==> src/rtl/instr_loader.sv <==
// Program loader: assembles little-endian 32-bit words from a UART byte stream and
// writes them sequentially into instruction memory while the pipeline is held.

module instr_loader_lane #(
   parameter int VEC_W = 8
) (
   input  logic             clk,
   input  logic             i_rst_n,
   input  logic             i_we,
   input  logic [VEC_W-1:0] i_d,
   output logic [VEC_W-1:0] o_q
);
   always_ff @(posedge clk or negedge i_rst_n) begin
      if (!i_rst_n)  o_q <= '0;
      else if (i_we) o_q <= i_d;
   end
endmodule

module instr_loader #(
   parameter int          NB_ADDR   = 8,
   parameter logic [31:0] END_INSTR = 32'hFFFF_FFFF
) (
   input  logic               clk,
   input  logic               i_rst_n,
   input  logic               i_start,
   input  logic [7:0]         i_rx_data,
   input  logic               i_rx_valid,
   output logic               o_we,
   output logic [31:0]        o_inst_addr,
   output logic [31:0]        o_instr_data,
   output logic               o_cpu_halt,
   output logic               o_busy,
   output logic               o_done,
   output logic               o_error,
   output logic [NB_ADDR-2:0] o_word_count
);
   localparam int                 NUM_LANES = 4;
   localparam int                 VEC_W     = 8;
   localparam int                 CAP       = (2**NB_ADDR) / 4;
   localparam logic [NB_ADDR-2:0] CAP_CNT   = (NB_ADDR-1)'(CAP);
   localparam logic [NB_ADDR-2:0] WC_ONE    = (NB_ADDR-1)'(1);
   localparam logic [31:0]        ADDR_MASK = 32'((64'd1 << NB_ADDR) - 64'd1);

   typedef enum logic [2:0] {IDLE, RECV, WRITE, DONE, ERROR} state_t;

   state_t                          state, state_nxt;
   logic [1:0]                      byte_cnt;
   logic                            accept, start_load;
   logic                            we_d, busy_d, halt_d, done_d, err_d;
   logic [NB_ADDR-2:0]              wc_inc;
   logic [31:0]                     addr_inc;
   logic [NUM_LANES-2:0]            lane_we;
   logic [NUM_LANES-2:0][VEC_W-1:0] lane_q;

   assign wc_inc   = o_word_count + WC_ONE;
   assign addr_inc = (o_inst_addr + 32'd4) & ADDR_MASK;

   // Lanes 0..2 hold the partial word; the top byte goes straight into o_instr_data.
   for (genvar i = 0; i < NUM_LANES-1; i++) begin : g_lane
      assign lane_we[i] = accept && (byte_cnt == 2'(i));
      instr_loader_lane #(.VEC_W(VEC_W)) u_lane (
         .clk     (clk),
         .i_rst_n (i_rst_n),
         .i_we    (lane_we[i]),
         .i_d     (i_rx_data),
         .o_q     (lane_q[i])
      );
   end

   always_comb begin
      state_nxt  = state;
      accept     = 1'b0;
      start_load = 1'b0;
      case (state)
         IDLE, DONE, ERROR: begin
            if (i_start) begin
               state_nxt  = RECV;
               start_load = 1'b1;
            end
         end
         RECV: begin
            if (i_rx_valid) begin
               accept = 1'b1;
               if (byte_cnt == 2'd3) state_nxt = WRITE;
            end
         end
         WRITE: begin
            // A byte landing in this cycle only counts if loading continues.
            if (o_instr_data == END_INSTR)  state_nxt = DONE;
            else if (wc_inc == CAP_CNT)     state_nxt = ERROR;
            else begin
               state_nxt = RECV;
               accept    = i_rx_valid;
            end
         end
         default: state_nxt = IDLE;
      endcase

      we_d   = (state_nxt == WRITE);
      busy_d = (state_nxt == RECV) || (state_nxt == WRITE);
      halt_d = busy_d || (state_nxt == ERROR);
      done_d = (state_nxt == DONE);
      err_d  = (state_nxt == ERROR);
   end

   always_ff @(posedge clk or negedge i_rst_n) begin
      if (!i_rst_n) state <= IDLE;
      else          state <= state_nxt;
   end

   always_ff @(posedge clk or negedge i_rst_n) begin
      if (!i_rst_n) begin
         byte_cnt     <= '0;
         o_we         <= 1'b0;
         o_busy       <= 1'b0;
         o_cpu_halt   <= 1'b0;
         o_done       <= 1'b0;
         o_error      <= 1'b0;
         o_inst_addr  <= '0;
         o_instr_data <= '0;
         o_word_count <= '0;
      end else begin
         o_we       <= we_d;
         o_busy     <= busy_d;
         o_cpu_halt <= halt_d;
         o_done     <= done_d;
         o_error    <= err_d;
         if (start_load) begin
            byte_cnt     <= '0;
            o_inst_addr  <= '0;
            o_word_count <= '0;
         end else begin
            if (accept) byte_cnt <= byte_cnt + 2'd1;
            if (accept && byte_cnt == 2'd3)
               o_instr_data <= {i_rx_data, lane_q};
            if (state == WRITE) begin
               o_word_count <= wc_inc;
               if (state_nxt == RECV) o_inst_addr <= addr_inc;
            end
         end
      end
   end

endmodule

==> config.mk <==
export PLATFORM = sky130hd
export DESIGN_NAME = instr_loader
export DESIGN_NICKNAME = d
export VERILOG_FILES = /design/src/rtl/instr_loader.sv
export SDC_FILE = /design/constraint.sdc
export NUM_CORES = 1
export LEC_CHECK = 0
export BUFFER_PORTS_ARGS = -buffer_cell sky130_fd_sc_hd__buf_2
export CAP_MARGIN = 10
export CORE_MARGIN = 10
export CORE_UTILIZATION = 55
export CTS_CLUSTER_SIZE = 16
export DETAILED_ROUTE_END_ITERATION = 8
export PLACE_DENSITY = 0.89
export REMOVE_ABC_BUFFERS = 1
export SYNTH_ARGS = -nofsm -noshare
export SYNTH_HDL_FRONTEND = slang
export SYNTH_HIERARCHICAL = 1
export SYNTH_SLANG_ARGS = --single-unit
==> constraint.sdc <==
create_clock -name clk -period 2.3 [get_ports clk]
set_clock_uncertainty 0.05 [all_clocks]
set_input_delay 0.46 -clock clk [delete_from_list [all_inputs] [get_ports clk]]
set_output_delay 0.46 -clock clk [all_outputs]
set_load 0.01 [all_outputs]
==> out/summary.txt, run 1 <==
CTS Buffer Depth: 2
Core Area: 0.00725 mm2
CTS tree: yes
CTS Hold Bufs: 0
multi-input logic area: 0.00173 mm2
Rows: 31
crit-path max FO: 17
number of antenna violations at the first check in global routing: 0
Final setup viols: 0
Crit path required time: 2490 ps
placed cell count: 517
final cycle utilization of the critical path: 0.947
Tmin final: 2180 ps
ratio of total power to cell area: 1200 mW/mm2
starting density of the core: 0.565
# clock sinks: 79
Reg-to-Reg End: byte_cnt[1]$_DFFE_PN0P_
Netlist Area Pre-Place: 0.00410 mm2
CP Launch Type: flop
status: finished, final reports clean
max-cap viol count: 0
first-pass GRT wire length: 15700 um
syn_area_per_cell: 11.2 um2
Final Hold Fails: 0
hpwl dp: 6820 um
Via density: 5.66
DRC viols: 0
Final nets: 447
kind of end point of the critical path: flop
clock slew at reported path FFs: 90 ps
fin. max-slew vios: 0
hold_ws: 19.1 ps
Seq. cell area: 0.00198 mm2
worst r2r path cells: 6
post-route antenna net violation count: 0
die area: 0.0113 mm2
pin count of the biggest net entering global routing: 42
Peak Freq: 459 MHz
placed inst area: 0.00443 mm2
RePlAce Congestion: 0.802
Least-Margin Pin Slew: 587 ps
GR Util All Layers: 0.170
Via Count: 3013
FILL cells: 530
io pins: 88
CTS resizes: 3
Worst Hold Class: in -> async
RSZ-0062 raised after global routing: false
DIE WIDTH: 106 um
DRT Wirelength: 9510 um
Yosys warnings: 6
max_slew headroom: 0.606
die height: 106 um
DR pass1 iterations: 4
Unique masters post-synth: 46
Inserted Clock Buffers: 9
Seq/Total Area, Yosys: 0.483
Leak: 2.34 nW
# Post-CTS Setup Buffers: 0
Main synth FF type: dfrtp_1
vias in the first global route: 3051
WS Path Type: reg -> reg
CP arrival: 2370 ps
Worst IR Drop VDD: 0.000617 V
Synth Instances: 366
Finished Layout Cells: 532
Syn-to-layout area delta: 13.7%
GRT overflow: 0
r2r setup slk: 120 ps
Routed WL per cell: 17.9 um
Initial DRC Count: 118
CTS root buffer: clkbuf_8
Ant. Diodes: 0
finished layout cell area: 0.00465 mm2
port bufs: 61
crit path from: o_word_count[3]$_DFFE_PN0P_
number of synthesized flops with an enable pin: 0
RR Startpoint: o_word_count[3]$_DFFE_PN0P_
worst-skew pair later-pin latency: 360 ps
fraction of layout cells with a size suffix above 1: 0.293
share of synthesized flip-flops with an asynchronous set or reset: 1.00
H-tree levels: 3
#FFs+latches synth: 79
==> kinds of logic (layout without fill, tap and decap cells) <==
| logic type | count (synthesis) | count (layout) | share of synthesized area |
|---|---|---|---|
| other | 1 | 26 | 0.000916 |
| DFF | 79 | 79 | 0.483 |
| AOI/OAI and AO/OA | 85 | 85 | 0.159 |
| buffers and inverters | 91 | 133 | 0.119 |
| xor gates and xnor gates | 5 | 5 | 0.0107 |
| muxes | 33 | 33 | 0.111 |
| and+or+nand+nor | 66 | 66 | 0.0981 |
| adders and majority gates | 6 | 6 | 0.0183 |
==> metrics by stage <==
stage                     setup TNS (ps)  setup WS [ps]  total power (W)  utilization
after floorplan                    -7120           -297          0.00365            -
after global placement                 0           11.6          0.00435        0.610
after detailed placement           -2280           -106          0.00448        0.610
after CTS                              0            143          0.00564        0.642
after global routing                   0           61.8          0.00595        0.642
final                                  0            122          0.00561        0.642
==> metal layers <==
metal / share of wire / vias up / track usage
li1: - / 1373 / -
met1: 0.42 / 1498 / 0.214
met2: 0.48 / 125 / 0.261
met3: 0.082 / 17 / 0.0598
met4: 0.019 / 0 / 0.0716
met5: 0 / - / 0
==> power by group <==
part           internal [W]  switching [W]
Sequential          0.00193       0.000417
Clock              0.000614       0.000528
Combinational       0.00100        0.00112
Total               0.00354        0.00207
==> registers in the layout, indices dropped and copies added (netlist names) <==
register           cells
byte_cnt               2
g_lane.u_lane/o_q     24
o_busy                 1
o_cpu_halt             1
o_done                 1
o_error                1
o_inst_addr            6
o_instr_data          32
o_we                   1
o_word_count           7
state                  3
==> worst max-delay path, stage by stage (launching register included) <==
cell	delay (ps)
dfrtp_1	460
nor4b_2	330
o2bb2ai_2	200
nand2_2	120
a31oi_4	290
buf_4	290
mux2_4	310
==> worst max path at each step <==
stage / end / slack, ps / cells past startpoint
global placement: g_lane[2].u_lane/o_q[1]$_DFFE_PN0P_ / 10 / 6
global route: byte_cnt[1]$_DFFE_PN0P_ / 60 / 6
floorplan: g_lane[0].u_lane/o_q[0]$_DFFE_PN0P_ / -300 / 6
finish: byte_cnt[1]$_DFFE_PN0P_ / 120 / 6
CTS: byte_cnt[1]$_DFFE_PN0P_ / 140 / 6
detailed placement: g_lane[1].u_lane/o_q[4]$_DFFE_PN0P_ / -110 / 6
==> cells in the final DEF, fill, tap and decap left out, types with 3 or more instances in the layout <==
cell type  Yosys  routed
ha_1           6       6
nor2_1        11      11
mux2i_1        8       8
and2_1         3       3
xor2_1         3       3
o21ai_0        3       3
o211ai_1      33      33
and3b_1        3       3
conb_1         1      26
inv_1         41      41
clkbuf_8       0       9
dfrtp_1       79      79
nor2b_2        0       3
nand3_1        4       4
nand4_1       13      13
buf_4         26      14
a21oi_1        3       3
mux2_4        25      25
nand2_1       13      13
buf_2          3      60
o31ai_1       33      33
nor2b_1        6       3
==> synth_stat cells, types with 8 or more instances <==
master | instances | area (um2)
buf_4 | 26 | 195
clkbuf_1 | 14 | 52.6
dfrtp_1 | 79 | 1980
inv_1 | 41 | 154
mux2_4 | 25 | 375
mux2i_1 | 8 | 80.1
nand2_1 | 13 | 48.8
nand4_1 | 13 | 81.3
nor2_1 | 11 | 41.3
o211ai_1 | 33 | 248
o31ai_1 | 33 | 248
==> final cells by class <==
type                    count  share of cell area
clock buffers               9              0.0266
clock inverters             6              0.0204
flip-flops and latches     79               0.425
repair buffers             76              0.0957
inverters                  42              0.0339
well taps                  99              0.0266
multi-input cells         221               0.372
(Power assumes the default switching activity.)
==> run 2, diff against run 1 <==
Settings changed: CORE_UTILIZATION 55 to 54, SYNTH_HIERARCHICAL 1 to default.
==> out/summary.txt, run 2 <==
WS Path Type: reg -> reg
leading cell types in the layout, fill and taps excluded: dfrtp_1, buf_2, mux2_4
crit-path max FO: 8
starting density of the core: 0.559
Finished Layout Cells: 450
pin count of the biggest net entering global routing: 42
CP Launch Type: flop
status: finished, final reports clean
total power draw: 0.00539 W
fin. max-slew vios: 0
port bufs: 61
switch share: 0.335
Inserted Clock Buffers: 9
Main synth FF type: dfrtp_1
CTS tree: yes
CTS Hold Bufs: 0
hold_ws: 44.6 ps
vias in the first global route: 2597
area share of the largest cell type after synthesis: 0.518
number of antenna violations at the first check in global routing: 0
Crit-path slowest cell: mux2_2
syn_area_per_cell: 13.7 um2
most common cell after layout, fill and taps aside: dfrtp_1
DIE WIDTH: 104 um
DRT Wirelength: 8360 um
kind of end point of the critical path: flop
P_sw: 0.00180 W
fraction of layout cells with a size suffix above 1: 0.438
Reg with most FFs: o_instr_data
slowest stage delay, CP: 390 ps
Worst Hold Class: in -> async
DR pass1 iterations: 4
Seq/Total Area, Yosys: 0.518
Final setup viols: 0
synth top area cells: dfrtp_1, mux2_4, mux2_2
worst-skew pair later-pin latency: 350 ps
Syn-to-layout area delta: 14.6%
Unique masters post-synth: 44
Cell Chain, Critical Path: nand4_1, nor4_4, buf_4, a2bb2oi_4, a22oi_4, mux2_2
die area: 0.0108 mm2
count leader, synth: dfrtp_1
CTS resizes: 0
RePlAce Congestion: 0.837
#FFs+latches synth: 79
Netlist Area Pre-Place: 0.00382 mm2
Flop pwr share: 0.449
CP arrival: 2270 ps
Final Hold Fails: 0
# Post-CTS Setup Buffers: 0
clock slew at reported path FFs: 80 ps
Worst IR Drop VDD: 0.000864 V
hpwl dp: 6080 um
number of synthesized flops with an enable pin: 0
# clock sinks: 79
Regs by FF count: o_instr_data x32, g_lane.u_lane.o_q x24, o_word_count x7
Yosys warnings: 0
Leak: 2.12 nW
Initial DRC Count: 71
ratio of total power to cell area: 1230 mW/mm2
placed cell count: 433
CTS Buffer Depth: 2
combinational power share: 0.356
Clk pwr share: 0.195
max reg flops: 32
Least-Margin Pin Slew: 623 ps
max-cap viol count: 0
share of synthesized flip-flops with an asynchronous set or reset: 1.00
io pins: 88
GR Util All Layers: 0.154
Peak Freq: 480 MHz
Core Area: 0.00683 mm2
CTS root buffer: clkbuf_8
Final nets: 368
Routed WL per cell: 18.6 um
placed inst area: 0.00415 mm2
post-route antenna net violation count: 0
die height: 104 um
final cycle utilization of the critical path: 0.906
area leader, netlist: dfrtp_1
Via Count: 2376
top cells by count, synth: dfrtp_1, mux2_4, buf_4
Tmin final: 2080 ps
Via density: 5.28
Ant. Diodes: 0
first-pass GRT wire length: 13700 um
GRT overflow: 0
Synth Instances: 279
max_slew headroom: 0.583
Rows: 30
finished layout cell area: 0.00437 mm2
DRC viols: 0
Pint: 0.00358 W
Crit path required time: 2490 ps
H-tree levels: 3
RSZ-0062 raised after global routing: false
==> run 2: cell types whose count changed in the layout (fill, tap and decap cells not counted), sizes merged, moves of 4 or more <==
cell / previous run / this run
a31o: 0 / 5
buf: 76 / 68
inv: 42 / 5
mux2: 25 / 57
mux2i: 8 / 2
nor2b: 6 / 2
o211ai: 33 / 1
o31ai: 33 / 0
==> run 2: path summary, 6_finish.rpt <==
path                                              startpoint                             endpoint  slack, ps  cells past startpoint
worst max-delay path            o_instr_data[22]$_DFFE_PN0P_  g_lane[0].u_lane.o_q[1]$_DFFE_PN0P_        220                      6
worst min-delay path                                 i_rst_n                 o_cpu_halt$_DFF_PN0_         40                      1
worst max register to register  o_instr_data[22]$_DFFE_PN0P_  g_lane[0].u_lane.o_q[1]$_DFFE_PN0P_        220                      6
worst min register to register    o_inst_addr[7]$_DFFE_PN0P_           o_inst_addr[7]$_DFFE_PN0P_        430                      1
max in group asynchronous                            i_rst_n         o_instr_data[15]$_DFFE_PN0P_       1570                      2
min in group clk                                i_rx_data[5]         o_instr_data[29]$_DFFE_PN0P_        360                      2
==> run 2: through the flow <==
stage | TNS, ps | setup slack, ps | util
floorplan | -17130 | -596 | -
global placement | 0 | 185 | 0.608
detailed placement | 0 | 101 | 0.608
CTS | 0 | 76.0 | 0.638
global route | 0 | 96.9 | 0.640
finish | 0 | 215 | 0.640
==> run 2: power by group through the flow <==
stage          logic, W  clock network [W]  registers (W)
4_1_cts         0.00195            0.00107        0.00241
3_5_place_dp    0.00194                  0        0.00241
2_1_floorplan   0.00115                  0        0.00246
6_report        0.00192            0.00105        0.00242
3_3_place_gp    0.00186                  0        0.00238
5_1_grt         0.00208            0.00113        0.00249
==> run 2: layout make-up <==
class                   instances  area [um2]
repair buffers                 68         385
well taps                      96         120
clock buffers                  11         151
multi-input cells             187        1670
fillers                       529        2460
clock inverters                 4        55.1
inverters                       5        18.8
flip-flops and latches         79        1980
==> run 2: metal layers <==
layer  track usage  share of wire  up-vias
li1              -              -     1094
met1         0.187           0.44     1195
met2         0.249           0.48       81
met3        0.0675          0.079        6
met4        0.0328         0.0075        0
met5             0              0        -
==> run 2: critical path: cells and delay by family, from the launching register on <==
| kind | cells | cell delay [ps] |
|---|---|---|
| flops | 1 | 380 |
| mux | 1 | 390 |
| buf+inv | 1 | 200 |
| simple gates | 2 | 500 |
| compound gates | 2 | 450 |
==> run 2: cells by family after synthesis <==
| logic type | after synthesis | synth area share |
|---|---|---|
| muxes | 59 | 0.203 |
| AOI/OAI and AO/OA | 32 | 0.0807 |
| and+or+nand+nor | 60 | 0.0984 |
| DFF | 79 | 0.518 |
| xor gates and xnor gates | 4 | 0.00918 |
| other | 1 | 0.000983 |
| buffers and inverters | 38 | 0.0702 |
| adders and majority gates | 6 | 0.0197 |
==> run 3, diff against run 2 <==
Settings changed: REMOVE_ABC_BUFFERS 1 to default.
==> out/summary.txt, run 3 (synthesized netlist as in run 2, its figures left out) <==
CTS tree: yes
io pins: 88
Crit path required time: 2490 ps
Worst Hold Class: in -> reg
clock slew at reported path FFs: 80 ps
kind of end point of the critical path: flop
DIE WIDTH: 104 um
fin. max-slew vios: 0
vias in the first global route: 2526
status: finished, final reports clean
CTS resizes: 0
Reg with most FFs: o_instr_data
ratio of total power to cell area: 1240 mW/mm2
pin count of the biggest net entering global routing: 52
Regs by FF count: o_instr_data x32, g_lane.u_lane.o_q x24, o_word_count x7
DRT Wirelength: 8180 um
Routed WL per cell: 18.2 um
first-pass GRT wire length: 13300 um
GR Util All Layers: 0.150
max-cap viol count: 0
Core Area: 0.00683 mm2
Via density: 5.32
Pint: 0.00359 W
CTS Buffer Depth: 2
Final Hold Fails: 0
Least-Margin Pin Slew: 626 ps
max reg flops: 32
Initial DRC Count: 96
CTS Hold Bufs: 1
number of antenna violations at the first check in global routing: 0
Final setup viols: 0
Ant. Diodes: 0
DRC viols: 0
Cell Chain, Critical Path: nand4_1, nor4_4, a2bb2oi_4, a22oi_4, mux2_2
Setup TNS Final: 0 ps
Tmin final: 2150 ps
final cycle utilization of the critical path: 0.934
delay-heaviest family, CP: simple AND/OR/NAND/NOR gates
Inserted Clock Buffers: 9
most common cell after layout, fill and taps aside: dfrtp_1
hold_ws: 350 ps
CP arrival: 2340 ps
WS Path Type: reg -> reg
Syn-to-layout area delta: 14.5%
Final nets: 366
placed inst area: 0.00414 mm2
starting density of the core: 0.559
FILL cells: 516
worst-skew pair later-pin latency: 360 ps
# Post-CTS Setup Buffers: 0
# clock sinks: 79
RSZ-0062 raised after global routing: false
post-route antenna net violation count: 0
P_sw: 0.00182 W
DR pass1 iterations: 4
max_slew headroom: 0.581
H-tree levels: 3
Clk pwr share: 0.201
crit path buf inv count: 0
RePlAce Congestion: 0.787
CTS root buffer: clkbuf_8
crit-path max FO: 8
combinational power share: 0.353
Peak Freq: 465 MHz
slowest stage delay, CP: 470 ps
die area: 0.0108 mm2
fraction of layout cells with a size suffix above 1: 0.433
Worst IR Drop VDD: 0.000961 V
switch share: 0.336
leading cell types in the layout, fill and taps excluded: dfrtp_1, buf_2, mux2_4
die height: 104 um
Rows: 30
hpwl dp: 6120 um
Flop pwr share: 0.446
finished layout cell area: 0.00437 mm2
Leak: 2.11 nW
GRT overflow: 0
Crit-path slowest cell: nor4_4
CP Launch Type: flop
port bufs: 61
Via Count: 2390
==> run 3: final timing paths <==
| check | to | start | depth (start not counted) | slack [ps] |
|---|---|---|---|---|
| max in group asynchronous | o_instr_data[27]$_DFFE_PN0P_ | i_rst_n | 3 | 1090 |
| worst max-delay path | g_lane[1].u_lane.o_q[6]$_DFFE_PN0P_ | o_instr_data[14]$_DFFE_PN0P_ | 5 | 150 |
| min in group asynchronous | o_done$_DFF_PN0_ | i_rst_n | 2 | 520 |
| worst min register to register | o_inst_addr[7]$_DFFE_PN0P_ | o_inst_addr[7]$_DFFE_PN0P_ | 1 | 440 |
| worst min-delay path | g_lane[0].u_lane.o_q[5]$_DFFE_PN0P_ | i_rx_data[5] | 2 | 350 |
| worst max register to register | g_lane[1].u_lane.o_q[6]$_DFFE_PN0P_ | o_instr_data[14]$_DFFE_PN0P_ | 5 | 150 |
==> run 3: layer usage <==
metal | up-vias | global-route usage | wire length [um]
met1 | 1198 | 0.186 | 3430
met2 | 90 | 0.229 | 3930
met4 | 0 | 0.0427 | 95
met3 | 9 | 0.0700 | 733
met5 | - | 0 | 0
li1 | 1093 | - | -
==> run 3: power groups by stage <==
stage | clock network, W | logic [W] | registers, W
final | 0.00109 | 0.00191 | 0.00242
after global routing | 0.00115 | 0.00206 | 0.00249
after CTS | 0.00111 | 0.00194 | 0.00241
after detailed placement | 0 | 0.00192 | 0.00242
after global placement | 0 | 0.00186 | 0.00239
after floorplan | 0 | 0.00123 | 0.00245
==> run 3: stage by stage <==
stage | setup WS (ps) | instances | total power [W] | utilization
finish | 151 | 449 | 0.00541 | 0.640
global route | 50.8 | 449 | 0.00571 | 0.640
CTS | 141 | 449 | 0.00545 | 0.640
detailed placement | 159 | 432 | 0.00435 | 0.607
global placement | 230 | 432 | 0.00425 | 0.607
floorplan | 371 | 304 | 0.00368 | -
==> run 3: area by class of cell <==
| class | instances | area [um2] | area share |
|---|---|---|---|
| Clock buffer | 11 | 151 | 0.0347 |
| Timing Repair Buffer | 66 | 373 | 0.0853 |
| Sequential cell | 79 | 1980 | 0.452 |
| Tap cell | 96 | 120 | 0.0275 |
| Multi-Input combinational cell | 187 | 1670 | 0.381 |
| Inverter | 5 | 18.8 | 0.00430 |
| Clock inverter | 5 | 63.8 | 0.0146 |
==> run 3: worst reg2reg max path, stage by stage (launching register included) <==
cell and delay (ps):
dfrtp_1 400, nand4_1 200, nor4_4 470, a2bb2oi_4 180
a22oi_4 360, mux2_2 390
